## config.mk

```make
export PLATFORM = sky130hd
export DESIGN_NAME = risc_ctrl_fsm
export DESIGN_NICKNAME = d
export VERILOG_FILES = /design/src/rtl/risc_ctrl_fsm.sv
export SDC_FILE = /design/constraint.sdc
export NUM_CORES = 1
export LEC_CHECK = 0
export CORE_MARGIN = 2
export CORE_UTILIZATION = 45
export CTS_CLUSTER_DIAMETER = 150
export DETAILED_ROUTE_END_ITERATION = 8
export PLACE_DENSITY = 0.87
export SLEW_MARGIN = 40
export SYNTH_ARGS = -nofsm -noshare
export SYNTH_HDL_FRONTEND = slang
export SYNTH_SLANG_ARGS = --single-unit
```

## constraint.sdc

```tcl
create_clock -name clk -period 3.9 [get_ports clk]
set_clock_uncertainty 0.1 [all_clocks]
set_input_delay 0.78 -clock clk [delete_from_list [all_inputs] [get_ports clk]]
set_output_delay 0.78 -clock clk [all_outputs]
set_load 0.05 [all_outputs]
```

## src/rtl/risc_ctrl_fsm.sv

```systemverilog
// Multi-cycle control sequencer for the 16-bit RISC datapath (fetch/decode/exec/mem/wb).
// Defining RISC_CTRL_TIMEOUT_EN adds a bus-timeout watchdog that halts with a sticky err.
module risc_ctrl_fsm #(
  parameter int W       = 16,
  parameter int AW      = 8,
  parameter int TIMEOUT = 15
) (
  input  logic          clk,
  input  logic          reset,
  input  logic          run,
  output logic          mem_req,
  output logic          mem_we,
  output logic [AW-1:0] mem_addr,
  input  logic          mem_ack,
  input  logic [W-1:0]  mem_rdata,
  input  logic          alu_zero,
  output logic [W-1:0]  ir,
  output logic [AW-1:0] PC_addr,
  output logic [2:0]    alu_s,
  output logic          reg_we,
  output logic          wb_sel,
  output logic [2:0]    state,
  output logic [2:0]    nstate,
  output logic          halted,
  output logic          err
);

  typedef enum logic [2:0] {
    S_IDLE   = 3'd0,
    S_FETCH  = 3'd1,
    S_DECODE = 3'd2,
    S_EXEC   = 3'd3,
    S_MEM    = 3'd4,
    S_WB     = 3'd5,
    S_HALT   = 3'd6
  } state_e;

  localparam logic [3:0] OP_LD  = 4'h8;
  localparam logic [3:0] OP_ST  = 4'h9;
  localparam logic [3:0] OP_BEQ = 4'hA;
  localparam logic [3:0] OP_JMP = 4'hB;
  localparam logic [3:0] OP_HLT = 4'hF;

  state_e        state_q, state_d;
  logic [AW-1:0] pc_q, pc_d;
  logic [W-1:0]  ir_q, ir_d;
  logic [3:0]    opcode;
  logic          is_alu, is_nop;

  assign opcode = ir_q[W-1:W-4];
  assign is_alu = ~opcode[3];
  assign is_nop = (opcode == 4'hC) || (opcode == 4'hD) || (opcode == 4'hE);

`ifdef RISC_CTRL_TIMEOUT_EN
  logic [3:0] wait_cnt_q, wait_cnt_d;
  logic       err_q, err_d;
`endif

  always_comb begin
    // NOTE: every output and next-state value gets a default before the case so no path infers a latch.
    state_d  = state_q;
    pc_d     = pc_q;
    ir_d     = ir_q;
    mem_req  = 1'b0;
    mem_we   = 1'b0;
    mem_addr = '0;
    alu_s    = 3'd0;
    reg_we   = 1'b0;
    wb_sel   = 1'b0;

    case (state_q)
      S_IDLE: if (run) state_d = S_FETCH;
      S_FETCH: begin
        mem_req  = 1'b1;
        mem_addr = pc_q;
        if (mem_ack) begin
          ir_d    = mem_rdata;
          pc_d    = pc_q + 1'b1;
          state_d = S_DECODE;
        end
      end
      S_DECODE: begin
        if (opcode == OP_HLT) state_d = S_HALT;
        else if (is_nop)      state_d = S_FETCH;
        else                  state_d = S_EXEC;
      end
      S_EXEC: begin
        alu_s = ir_q[W-2:W-4];
        if (is_alu) begin
          state_d = S_WB;
        end else if (opcode == OP_LD || opcode == OP_ST) begin
          state_d = S_MEM;
        end else begin
          state_d = S_FETCH;
          if (opcode == OP_JMP || (opcode == OP_BEQ && alu_zero)) pc_d = ir_q[AW-1:0];
        end
      end
      S_MEM: begin
        mem_req  = 1'b1;
        mem_we   = (opcode == OP_ST);
        mem_addr = ir_q[AW-1:0];
        if (mem_ack) state_d = (opcode == OP_ST) ? S_FETCH : S_WB;
      end
      S_WB: begin
        alu_s   = ir_q[W-2:W-4];
        reg_we  = 1'b1;
        wb_sel  = (opcode == OP_LD);
        state_d = S_FETCH;
      end
      S_HALT:  state_d = S_HALT;
      default: state_d = S_IDLE;
    endcase

`ifdef RISC_CTRL_TIMEOUT_EN
    // Counter is zero whenever a handshake is not stalling, so entry to FETCH/MEM starts at 0.
    wait_cnt_d = '0;
    err_d      = err_q;
    if ((state_q == S_FETCH || state_q == S_MEM) && !mem_ack) begin
      if (wait_cnt_q == 4'(TIMEOUT - 1)) begin
        state_d = S_HALT;
        err_d   = 1'b1;
      end else begin
        wait_cnt_d = wait_cnt_q + 4'd1;
      end
    end
`endif
  end

  always_ff @(posedge clk) begin
    // NOTE: state registers use non-blocking assignments so every flop samples pre-edge values.
    if (!reset) begin
      state_q <= S_IDLE;
      pc_q    <= '0;
      ir_q    <= '0;
    end else begin
      state_q <= state_d;
      pc_q    <= pc_d;
      ir_q    <= ir_d;
    end
  end

`ifdef RISC_CTRL_TIMEOUT_EN
  always_ff @(posedge clk) begin
    if (!reset) begin
      wait_cnt_q <= '0;
      err_q      <= 1'b0;
    end else begin
      wait_cnt_q <= wait_cnt_d;
      err_q      <= err_d;
    end
  end

  assign err = err_q;
`else
  logic unused_timeout;
  assign unused_timeout = (TIMEOUT > 0);
  assign err            = 1'b0;
`endif

  assign state   = state_q;
  assign nstate  = state_d;
  assign ir      = ir_q;
  assign PC_addr = pc_q;
  assign halted  = (state_q == S_HALT);

endmodule
```

==> out/metrics.cfg <==
[clock_tree]
cts_tree = built
cts_hold_buf = 0
ctsResizeCount = 0
cts_sinks = 27
root_buffer = clkbuf_4
clk_pin_slew_worst_paths_ps = 150
htree_num_levels = 1
cts_buffers = 3
cts_buffer_depth = 2
postCtsSetupBuffers = 0
clk_latency_ps = 330

[setup_path]
cp-start-kind = primary input
endpoint_kind = output pin
path_max_fanout = 4
cp.arrival_ps = 2540
critical_path_class = primary input to output pin
slowest_delay_ps = 690
crit_top_cell = clkdlybuf4s50_1
cp_slowest_cell = clkdlybuf4s50_1
r2r-start = state[1]$_SDFF_PN0_
startpoint = mem_ack
path_buf_inv = 2
cp_cell_sequence = clkdlybuf4s50_1 > nand3b_1 > o21ai_1 > a21oi_1 > or2_1 > clkdlybuf4s50_1
crit_family = buffers and inverters
crit_required_ps = 3020

[logic_synthesis]
yosys_most_used_dff = dfxtp_1
syn-mean-instance-area_um2 = 7.60
yosys_warnings = 0
synth-edff-count = 0
yosysSeqAreaShare_pct = 34.7
syn_area_um2 = 1560
synth.distinct_cells = 45
synth_cells = 205
ys_ff_latch = 27
ys_async_sr_fraction_pct = 0
syn_nets = 227

[worst_hold_path]
min_path_type = flip-flop to flip-flop
hp-start = ir[9]$_SDFFE_PN0P_

[placement]
place_ws_ps = 479
gp_congestion = 0.855
dp_hpwl_mm = 3.00
placed_cells = 308
portBuffers = 66

[finish]
syn_to_final_growth_pct = 46.2
mostFrequentLayoutCells = 64 x clkdlybuf4s50_1, 47 x nand2_1, 27 x dfxtp_1
layout.nets = 289
stdcell_count = 312
layout_commonest_cell = clkdlybuf4s50_1
diodes = 0
layout-drive-gt1-share_pct = 5.26

[power]
irDropWorstVdd_uv = 165
p_total_uw = 623
p_per_area_nw_per_um2 = 273
leakagePower_uw = 0.000843

[sta]
tightest_slew_ps = 622
setup_violations = 0
timing.fmax_mhz = 293
timing.setup.tns_ps = 0
drv_slew = 0
hold_viol = 0
grt_setup_unrepaired = no
slew_headroom_pct = 58.4
setup_ws_ps = 483
fin_crit_ps = 3420
post-route-period-util_pct = 87.6

[drt]
dr.first_iter.drc_count = 85
firstDrtPassIters = 4
via_count = 1681
wl_per_cell_um = 13.5
post-route-drc-count = 0
avgViaCountPerCell = 5.39
totalWireLength_mm = 4.21
ant_nets = 0

[job]
cap_violations = 0

[floorplan]
row_count = 21
start_util_pct = 46.7
die_w_um = 62.9
chipHeight_um = 62.9
coreArea_um2 = 3340
pin_count = 68
die_area_um2 = 3950

[global_routing]
grt_use_total_pct = 21.1
grt_max_degree = 31
grt_pass1_vias = 1492
grt_remaining_overflow = 0
grt_pass1_wl_mm = 6.84
antenna_found_initial = 0

[status]
status = finished clean

[worst paths after layout]
check                                                to  slack, ps  cells after the start
worst max-delay path                          nstate[2]        480                      6
worst min-delay path                 ir[9]$_SDFFE_PN0P_        370                      2
worst max register to register  PC_addr[7]$_SDFFE_PN0P_       1850                      5
worst min register to register       ir[9]$_SDFFE_PN0P_        370                      2
[synth_stat cells, types with 2 or more instances]
master,n,area [µm²]
a21boi_1,17,128
a21oi_1,6,30.0
a22oi_1,9,67.6
and2_1,9,56.3
and3_1,2,12.5
buf_2,2,10.0
buf_4,2,15.0
clkbuf_1,9,33.8
dfxtp_1,27,541
nand2_1,47,176
nand2b_1,3,18.8
nand3_1,6,30.0
nand3b_1,3,22.5
nor2_1,16,60.1
nor2b_1,2,12.5
nor3_1,6,30.0
o211ai_1,2,15.0
o21a_1,3,22.5
o21ai_0,2,10.0
o21ai_1,7,35.0
[cell type report]
class                   count  area (µm²)
well taps                  46        57.6
fillers                   325        1060
flip-flops and latches     27         541
multi-input cells         162         941
inverters                   1        3.75
repair buffers             72         711
clock buffers               4        26.3
[logic make-up after synthesis]
kind of cell,after synthesis,share of synthesized area (%)
multiplexers,1,0.642
buffers and inverters,16,4.97
AND/OR/NAND/NOR,104,32.7
flip-flops,27,34.7
adder cells (fa/ha/maj),1,0.802
other,1,0.241
AO/OA/AOI/OAI,55,25.9
[per-layer routing]
layer	routed length [µm]	track usage, %
met2	2090	37.5
met1	1860	26.4
met4	57	6.11
met5	0	0
met3	201	2.52
[tightest hold or removal path, delay by kind of cell, from the launching register on]
kind | cells | cell delay, ps
and+or+nand+nor | 1 | 50
DFF | 1 | 340
AOI/OAI and AO/OA | 1 | 50
[per-stage QoR]
stage / util (%) / hold slack [ps] / area, µm²
final: 68.3 / 371 / 2280
after global routing: 68.3 / 395 / 2280
after CTS: 68.3 / 376 / 2280
after detailed placement: 67.5 / 355 / 2250
after global placement: 67.7 / 339 / 2260
after floorplan: - / 574 / 1560
[state kept, by name (all words and copies together) (netlist names)]
name	cells
ir	16
PC_addr	8
state	3
[power by group]
group	switching [µW]	internal, µW	leakage, µW
combinational	117	76.6	0.000609
clock	82.8	40.0	0.0000150
sequential	19.0	288	0.000219
Power figures use the tool's default switching activity.
